**src/rtl/dm_agu_pkg.sv**
```systemverilog
// Shared definitions for the data-memory address generation unit:
// opcode encodings used by the decoder in dm_agu.
package dm_agu_pkg;

  localparam int OP_W = 3;

  typedef enum logic [OP_W-1:0] {
    kLDM  = 3'd0,
    kSTR  = 3'd1,
    kLDP  = 3'd2,
    kSTP  = 3'd3,
    kSETP = 3'd4
  } op_t;

endpackage

```
**src/rtl/dm_agu_ptr_file.sv**
```systemverilog
// Pointer register file for dm_agu: NPTR x AW, one write port, one
// combinational read port; a write lands on the edge, so the next read sees it.
module dm_ptr_file #(
  parameter int AW      = 8,
  parameter int NPTR    = 4,
  parameter int PTR_RST = 0,
  localparam int IW     = $clog2(NPTR)
) (
  input  logic          clk,
  input  logic          reset,
  input  logic          i_we,
  input  logic [IW-1:0] i_widx,
  input  logic [AW-1:0] i_wdata,
  input  logic [IW-1:0] i_ridx,
  output logic [AW-1:0] o_rdata
);

  localparam logic [AW-1:0] LP_RST = AW'(PTR_RST);

  logic [AW-1:0] r_ptr [NPTR];

  always_ff @(posedge clk or posedge reset) begin
    if (reset) begin
      for (int i = 0; i < NPTR; i++) r_ptr[i] <= LP_RST;
    end else if (i_we) begin
      r_ptr[i_widx] <= i_wdata;
    end
  end

  assign o_rdata = r_ptr[i_ridx];

endmodule

```
**src/rtl/dm_agu.sv**
```systemverilog
// Data-memory address generation unit with a single-entry output register.
// Optional bounds checking against LIMIT is enabled by defining DM_AGU_BOUNDS_EN.
module dm_agu
  import dm_agu_pkg::*;
#(
  parameter int AW      = 8,
  parameter int NPTR    = 4,
  parameter int PTR_RST = 0,
  parameter int LIMIT   = 2**AW,
  localparam int IW     = $clog2(NPTR)
) (
  input  logic          clk,
  input  logic          reset,
  input  logic          req_valid,
  output logic          req_ready,
  input  logic [OP_W-1:0] op,
  input  logic [IW-1:0] ptr_sel,
  input  logic [AW-1:0] in_a,
  input  logic [AW-1:0] in_b,
  output logic          adr_valid,
  input  logic          adr_ready,
  output logic [AW-1:0] dm_adr,
  output logic          dm_we,
  output logic          fault
);

  if (NPTR < 2 || (NPTR & (NPTR - 1)) != 0) begin : g_bad_nptr
    $error("dm_agu: NPTR must be a power of two >= 2");
  end
  if (LIMIT < 1) begin : g_bad_limit
    $error("dm_agu: LIMIT must be positive");
  end

  logic          r_adr_valid;
  logic [AW-1:0] r_adr;
  logic          r_we;
  logic          r_fault;

  logic          w_acc;
  logic [AW-1:0] w_ptr;
  logic [AW-1:0] w_adr;
  logic          w_we;
  logic          w_prod;
  logic          w_bad_op;
  logic          w_oob;
  logic          w_pwe;
  logic [AW-1:0] w_pwdata;

  assign req_ready = !r_adr_valid || adr_ready;
  assign w_acc     = req_valid && req_ready;

  dm_ptr_file #(
    .AW      (AW),
    .NPTR    (NPTR),
    .PTR_RST (PTR_RST)
  ) u_ptr_file (
    .clk     (clk),
    .reset   (reset),
    .i_we    (w_acc && w_pwe),
    .i_widx  (ptr_sel),
    .i_wdata (w_pwdata),
    .i_ridx  (ptr_sel),
    .o_rdata (w_ptr)
  );

  always_comb begin
    w_adr    = '1;
    w_we     = 1'b0;
    w_prod   = 1'b0;
    w_bad_op = 1'b0;
    w_oob    = 1'b0;
    w_pwe    = 1'b0;
    w_pwdata = w_ptr + AW'(1);
    case (op_t'(op))
      kLDM: begin
        w_adr  = in_b;
        w_prod = 1'b1;
      end
      kSTR: begin
        w_adr  = in_a;
        w_we   = 1'b1;
        w_prod = 1'b1;
      end
      kLDP: begin
        w_adr  = w_ptr;
        w_prod = 1'b1;
        w_pwe  = 1'b1;
      end
      kSTP: begin
        w_adr  = w_ptr;
        w_we   = 1'b1;
        w_prod = 1'b1;
        w_pwe  = 1'b1;
      end
      kSETP: begin
        w_pwe    = 1'b1;
        w_pwdata = in_a;
      end
      default: w_bad_op = 1'b1;
    endcase
`ifdef DM_AGU_BOUNDS_EN
    // Out-of-range addresses are dropped but the post-increment still happens.
    if (w_prod && ({1'b0, w_adr} >= (AW+1)'(LIMIT))) begin
      w_prod = 1'b0;
      w_oob  = 1'b1;
    end
`endif
  end

  always_ff @(posedge clk or posedge reset) begin
    if (reset) begin
      r_adr_valid <= 1'b0;
      r_adr       <= '0;
      r_we        <= 1'b0;
      r_fault     <= 1'b0;
    end else begin
      r_fault <= w_acc && (w_bad_op || w_oob);
      if (w_acc) begin
        r_adr_valid <= w_prod;
        if (w_prod) begin
          r_adr <= w_adr;
          r_we  <= w_we;
        end else if (w_bad_op) begin
          r_adr <= '1;
        end
      end else if (adr_ready) begin
        r_adr_valid <= 1'b0;
      end
    end
  end

  assign adr_valid = r_adr_valid;
  assign dm_adr    = r_adr;
  assign dm_we     = r_we;
  assign fault     = r_fault;

endmodule

```
**config.mk**
```make
export PLATFORM = sky130hd
export DESIGN_NAME = dm_agu
export DESIGN_NICKNAME = d
export VERILOG_FILES = /design/src/rtl/dm_agu_pkg.sv /design/src/rtl/dm_agu_ptr_file.sv /design/src/rtl/dm_agu.sv
export SDC_FILE = /design/constraint.sdc
export NUM_CORES = 1
export LEC_CHECK = 0
export CAP_MARGIN = 20
export CORE_MARGIN = 2
export CORE_UTILIZATION = 53
export CTS_CLUSTER_DIAMETER = 100
export DETAILED_ROUTE_END_ITERATION = 7
export GPL_TIMING_DRIVEN = 0
export HOLD_SLACK_MARGIN = 0.15
export MAX_ROUTING_LAYER = met4
export PLACE_DENSITY = 0.9
export SLEW_MARGIN = 5
export SYNTH_ARGS = -nofsm -noshare
export SYNTH_HDL_FRONTEND = slang
export SYNTH_SLANG_ARGS = --single-unit
```
**constraint.sdc**
```tcl
create_clock -name clk -period 2.1 [get_ports clk]
set_clock_uncertainty 0.05 [all_clocks]
set_input_delay 0.42 -clock clk [delete_from_list [all_inputs] [get_ports clk]]
set_output_delay 0.42 -clock clk [all_outputs]
set_load 0.01 [all_outputs]
```
# == Yosys cells after proc, flatten, opt, wreduce, memory -nomap -nowiden ==
# Index checks and enable logic that the tools add are counted.
# word_totals
mem_bits_ro,0
mem_count,0
elab_cells,48
latchBits,0
mem_bits_rw,0
out_inout_bits,12
reg_bits,43
# op_classes
add_sub_neg,1
mux,16
bitwise_logic,1
order_cmp,2
eq_ne,5
shifts,0
n_reduce_logical,15
mul,0
div,0
# ops
op,n
two-way mux 8 bit,6
bitwise mux 32 bit,1
case mux 8 bit (3 select lines),1
binary-select mux 8 bit (select 2 bit),1
demux 8 bit (select 2 bit),1
"adder 8 x 1 -> 8 bit, second input constant",1
"equality test 3 x 2 -> 1 bit, second input constant",2
two-way mux 1 bit,6
OR reduction 5 bit,1
logical AND 1 bit,4
AND reduction 2 bit,2
OR reduction 2 bit,2
OR reduction 4 bit,1
"equality test 3 x 1 -> 1 bit, second input constant",1
"equality test 3 bit, second input constant",1
">= comparator 3 bit, second input constant",1
zero test 3 bit,1
"< comparator 3 x 1 -> 1 bit, second input constant",1
inverter 2 -> 3 bit,1
OR reduction 3 bit,1
"!= test 2 x 1 -> 1 bit, second input constant",1
nonzero test 2 bit,1
zero test 1 bit,1
logical OR 1 bit,1

# == Depth between registers and ports, before layout ==
# Gate-level depths: netlist of the first run.
# logic_depth
ltp_word,7
mapped_depth,8
ltp_nobuf,6

# == Hierarchy ==
# From an unflattened synthesis of the first run, not the netlist that was laid out.
# hier_totals
hier_cells,183
area_unflattened_um2,2293.4
# modules_own_cells
module,cells_each,seq_area_each_um2,area_each_um2,n_inst
dm_ptr_file,79,800.8,1405.1,1
dm_agu,104,275.3,888.4,1

# == Least setup slack after synthesis of the first run ==
# No wires, ideal clock.
# synth_path
path_kind,in2reg
from,in ptr_sel[0]
to,reg u_ptr_file.r_ptr[30] in the netlist's numbering
setup_ns,0.135
arrival_time_ns,1.856
cell_stages,7
slack_ns,0.059
cell_sequence,buf_6 > mux4_2 > ha_1 > nand2_1 > nor3b_1 > o31ai_2 > o21ai_0
# synth_between
elab_chain_cells,7
word_cells_on_any_way,12
classes_between,1 x add/sub; 2 x order compare; 7 x mux; 1 x bitwise; 1 x reduce/logical
# synth_rtl
element,line_no,rtl
start: declaration,dm_agu.sv:17,"input logic [IW-1:0] ptr_sel,"
inverter 2 -> 3 bit (not written as such) *,"dm_agu_ptr_file.sv:26, dm_agu_ptr_file.sv:30",
binary-select mux 8 bit (select 2 bit),dm_agu_ptr_file.sv:30,assign o_rdata = r_ptr[i_ridx];
two-way mux 8 bit (not written as such) (2 in series),dm_agu_ptr_file.sv:30,
adder 8 x 1 -> 8 bit,dm_agu.sv:73,w_pwdata = w_ptr + AW'(1);
two-way mux 8 bit,dm_agu.sv:74,case (op_t'(op))
bitwise mux 32 bit *,dm_agu_ptr_file.sv:26,r_ptr[i_widx] <= i_wdata;
end signal: indexed assignment,dm_agu_ptr_file.sv:26,
end: declaration,dm_agu_ptr_file.sv:20,logic [AW-1:0] r_ptr [NPTR];
# Mark *: on every way between the ends. The rest lies on a longest branch, timed or not. The select of a mux whose other input is x is not followed.
# A chain may end at the register's enable or synchronous reset.

# == Worst setup path after layout of the first run ==
# layout_path
from,in adr_ready
to,out req_ready
# layout_between
elab_chain_cells,1
# layout_rtl
element,line_no,rtl
start: declaration,dm_agu.sv:21,"input logic adr_ready,"
logical OR 1 bit,dm_agu.sv:49,assign req_ready = !r_adr_valid || adr_ready;
end: declaration,dm_agu.sv:15,"output logic req_ready,"
# Every way passes these cells.

==> impl_metrics.yaml, run 1 <==
layout:
  area.growth.synth_to_final_pct: 26.5
  fin_nets: 299
  num_antenna_cells: 0
  drive_gt1_frac: 0.172
  fin_util: 0.706
  stdcell_count: 324
grt:
  grt_pass1_vias: 1839
  antenna_found_initial: 0
  grt_max_degree: 28
  grt_remaining_overflow: 0
  grt_pass1_wl_microns: 8690
  track_usage: 0.235
critical_path:
  r2r-end: "u_ptr_file.r_ptr[4]$_DFFE_PP0P_"
  crit_type: "in -> out"
  cpPeakStageDelay_ns: 0.54
  crit_path_end_kind: "output pin"
  cp-endpoint: "req_ready"
  crit_start: "adr_ready"
  cp_cell_sequence: "clkdlybuf4s50_1 -> nand2b_2 -> clkdlybuf4s50_1"
  rr_worst_depth: 6
  critPathMaxFanout: 3
  reg2reg_slack_ns: 0.17
  worstPathArrival_ns: 1.56
  slowest_stage: "clkdlybuf4s50_1"
  crit_required_ns: 1.63
  worst_path_most_repeated_cell: "clkdlybuf4s50_1"
  start_kind: "input pin"
  timing.rr.start: "u_ptr_file.r_ptr[0]$_DFFE_PP0P_"
drt:
  remaining_drc_errors: 0
  wl_per_cell_microns: 15.9
  drt_iter0_drc: 87
  vias: 1844
  vias_per_cell: 5.69
  ant_nets: 0
  drt-total-wl_microns: 5160
  first_pass_iters: 4
place:
  dp_cells: 316
  gp_congestion: 0.872
  place.detailed.hpwl_microns: 3760
  port-buffer-count: 36
  dp_slack_ns: -0.930
clocking:
  cts_made_buffers: 5
  cts.root.buffer_cell: "clkbuf_8"
  path_clk_slew_ns: 0.09
  clk-insertion-delay-late_ns: 0.30
  clock_path_buffers: 2
  htreeDepth: 2
  cts_sinks: 43
  cts_tree: "yes"
synth:
  yosysTopAreaCell: "dfrtp_1"
  synthCells: 229
  yosysMostFrequentCell: "dfrtp_1"
  synth_ff_type: "dfrtp_1"
  synth_area_leaders: "dfrtp_1 48%, mux4_2 7.0%, nand2_1 6.1%"
  seq_area_frac_synth: 0.475
  synth_warnings: 0
  synth.top_cells.by_count: "43 x dfrtp_1, 37 x nand2_1, 26 x nor2_1"
  yosys.area.top_type_share: 0.475
  ys_types: 40
  synthesis.area_sq_um: 2260
  async_reset_ff_frac: 1.00
  ys_ff_latch: 43
  syn-mean-instance-area_sq_um: 9.89
  synth-edff-count: 0
  synthesis.nets: 255
timing:
  setup_ws_ns: 0.0660
  timing.fmax_mhz: 492
  fin_crit_ns: 2.03
  relSlewSlack: 0.586
  hold_viol: 0
  maxSlewViolCount: 0
  worst_pin_slew_ns: 0.618
  grt_setup_unrepaired: "no"
  setup_viol: 0
  fin_crit_sh: 0.969
flow_run:
  max_cap_viol_count: 0
die:
  die_w_microns: 69.4
  core_sq_um: 4060
  die_h_microns: 69.4
  rows: 23
  initial_core_util: 0.558
  ios: 37
  dieArea_sq_um: 4810
power:
  powerDensity_nw_per_um2: 871
  total_power_mw: 2.50
  leakagePower_nw: 1.20
  ir_drop_mv: 0.459
status:
  status: "finished, final reports clean"
min_path:
  hp-class: "in -> async"
flip-flops by register name, summed over array words and instances, names as in the netlist:
| name | count |
|---|---|
| dm_we | 1 |
| dm_adr | 8 |
| adr_valid | 1 |
| u_ptr_file.r_ptr | 32 |
| fault | 1 |
worst max-delay path, delay by kind of cell:
| family | cells | cell delay (ns) |
|---|---|---|
| buffers and inverters | 2 | 0.99 |
| and+or+nand+nor | 1 | 0.15 |
how the worst min path moves through the flow:
| stage | end | slack (ns) | cells past startpoint |
|---|---|---|---|
| after floorplan | u_ptr_file.r_ptr[10]$_DFFE_PP0P_ | 0.39 | 2 |
| after global placement | u_ptr_file.r_ptr[26]$_DFFE_PP0P_ | 0.41 | 2 |
| after detailed placement | u_ptr_file.r_ptr[3]$_DFFE_PP0P_ | 0.42 | 2 |
| after CTS | dm_adr[3]$_DFFE_PP0P_ | 0.37 | 2 |
| after global routing | dm_adr[3]$_DFFE_PP0P_ | 0.39 | 2 |
| final | dm_adr[3]$_DFFE_PP0P_ | 0.37 | 2 |
kinds of logic after synthesis:
logic type,count (synthesis),synth area share
XOR/XNOR,4,0.0155
AO/OA/AOI/OAI,52,0.143
buffers and inverters,17,0.0365
AND/OR/NAND/NOR,95,0.209
adder cells (fa/ha/maj),1,0.00552
flip-flops,43,0.475
multiplexers,17,0.115
layer usage:
layer / track usage / wire length (microns) / up-vias
met4: 0.0763 / 73 / 0
met2: 0.373 / 2480 / 64
met1: 0.298 / 2250 / 878
li1: - / - / 894
met5: - / 0 / -
met3: 0.0581 / 355 / 8
placed cells by master (no fill, tap or decap), types with 3 or more instances in the layout:
cell / count
clkbuf_8: 7
o21ai_0: 10
nor2b_1: 9
dfrtp_1: 43
clkdlybuf4s50_1: 31
o221ai_1: 3
o21ai_1: 15
a21oi_1: 11
a211oi_1: 7
xnor2_1: 4
mux2i_1: 7
nand2_1: 36
nor2_1: 26
mux4_2: 7
dlygate4sd2_1: 3
clkbuf_1: 5
repair_timing:
| item | in CTS | in global routing |
|---|---|---|
| pin swaps | 1 | 3 |
| buffers inserted | 1 | 0 |
| endpoints found under the setup margin | 33 | 25 |
| gates resized for setup | 22 | 15 |
| hold buffers | 0 | 0 |
per-stage QoR:
stage               hold WS [ns]  setup TNS [ns]  cell area (sq um)
floorplan                  0.395               0               2260
global placement           0.409          -35.05               2690
detailed placement         0.418          -26.86               2710
CTS                        0.373               0               2850
global route               0.393               0               2870
finish                     0.365               0               2870
area by class of cell:
type	instances	area (sq um)
Clock inverter	1	7.51
Tap cell	50	62.6
Timing Repair Buffer	38	377
Clock buffer	7	96.3
Multi-Input combinational cell	169	1140
Fill cell	295	1190
Sequential cell	43	1080
Inverter	3	11.3
Buffer	13	91.3
report_power, final:
part | switching [mW] | total, mW | internal [mW]
logic | 0.397 | 0.767 | 0.370
registers | 0.105 | 1.14 | 1.04
clock network | 0.288 | 0.588 | 0.299
No activity file was read; power rests on OpenSTA's default activity.
==> run 2, diff against run 1 <==
Settings changed: CTS_BUF_LIST from default to sky130_fd_sc_hd__clkbuf_8 sky130_fd_sc_hd__clkbuf_16, CTS_CLUSTER_SIZE from default to 28.
==> results of run 2 <==
No change in the layout: final DEF, timing and power equal those of run 1.
==> run 3, diff against run 2 <==
Settings changed: CTS_CLUSTER_DIAMETER 100 to default.
==> results of run 3 <==
No change in the layout: final DEF, timing and power equal those of run 1.
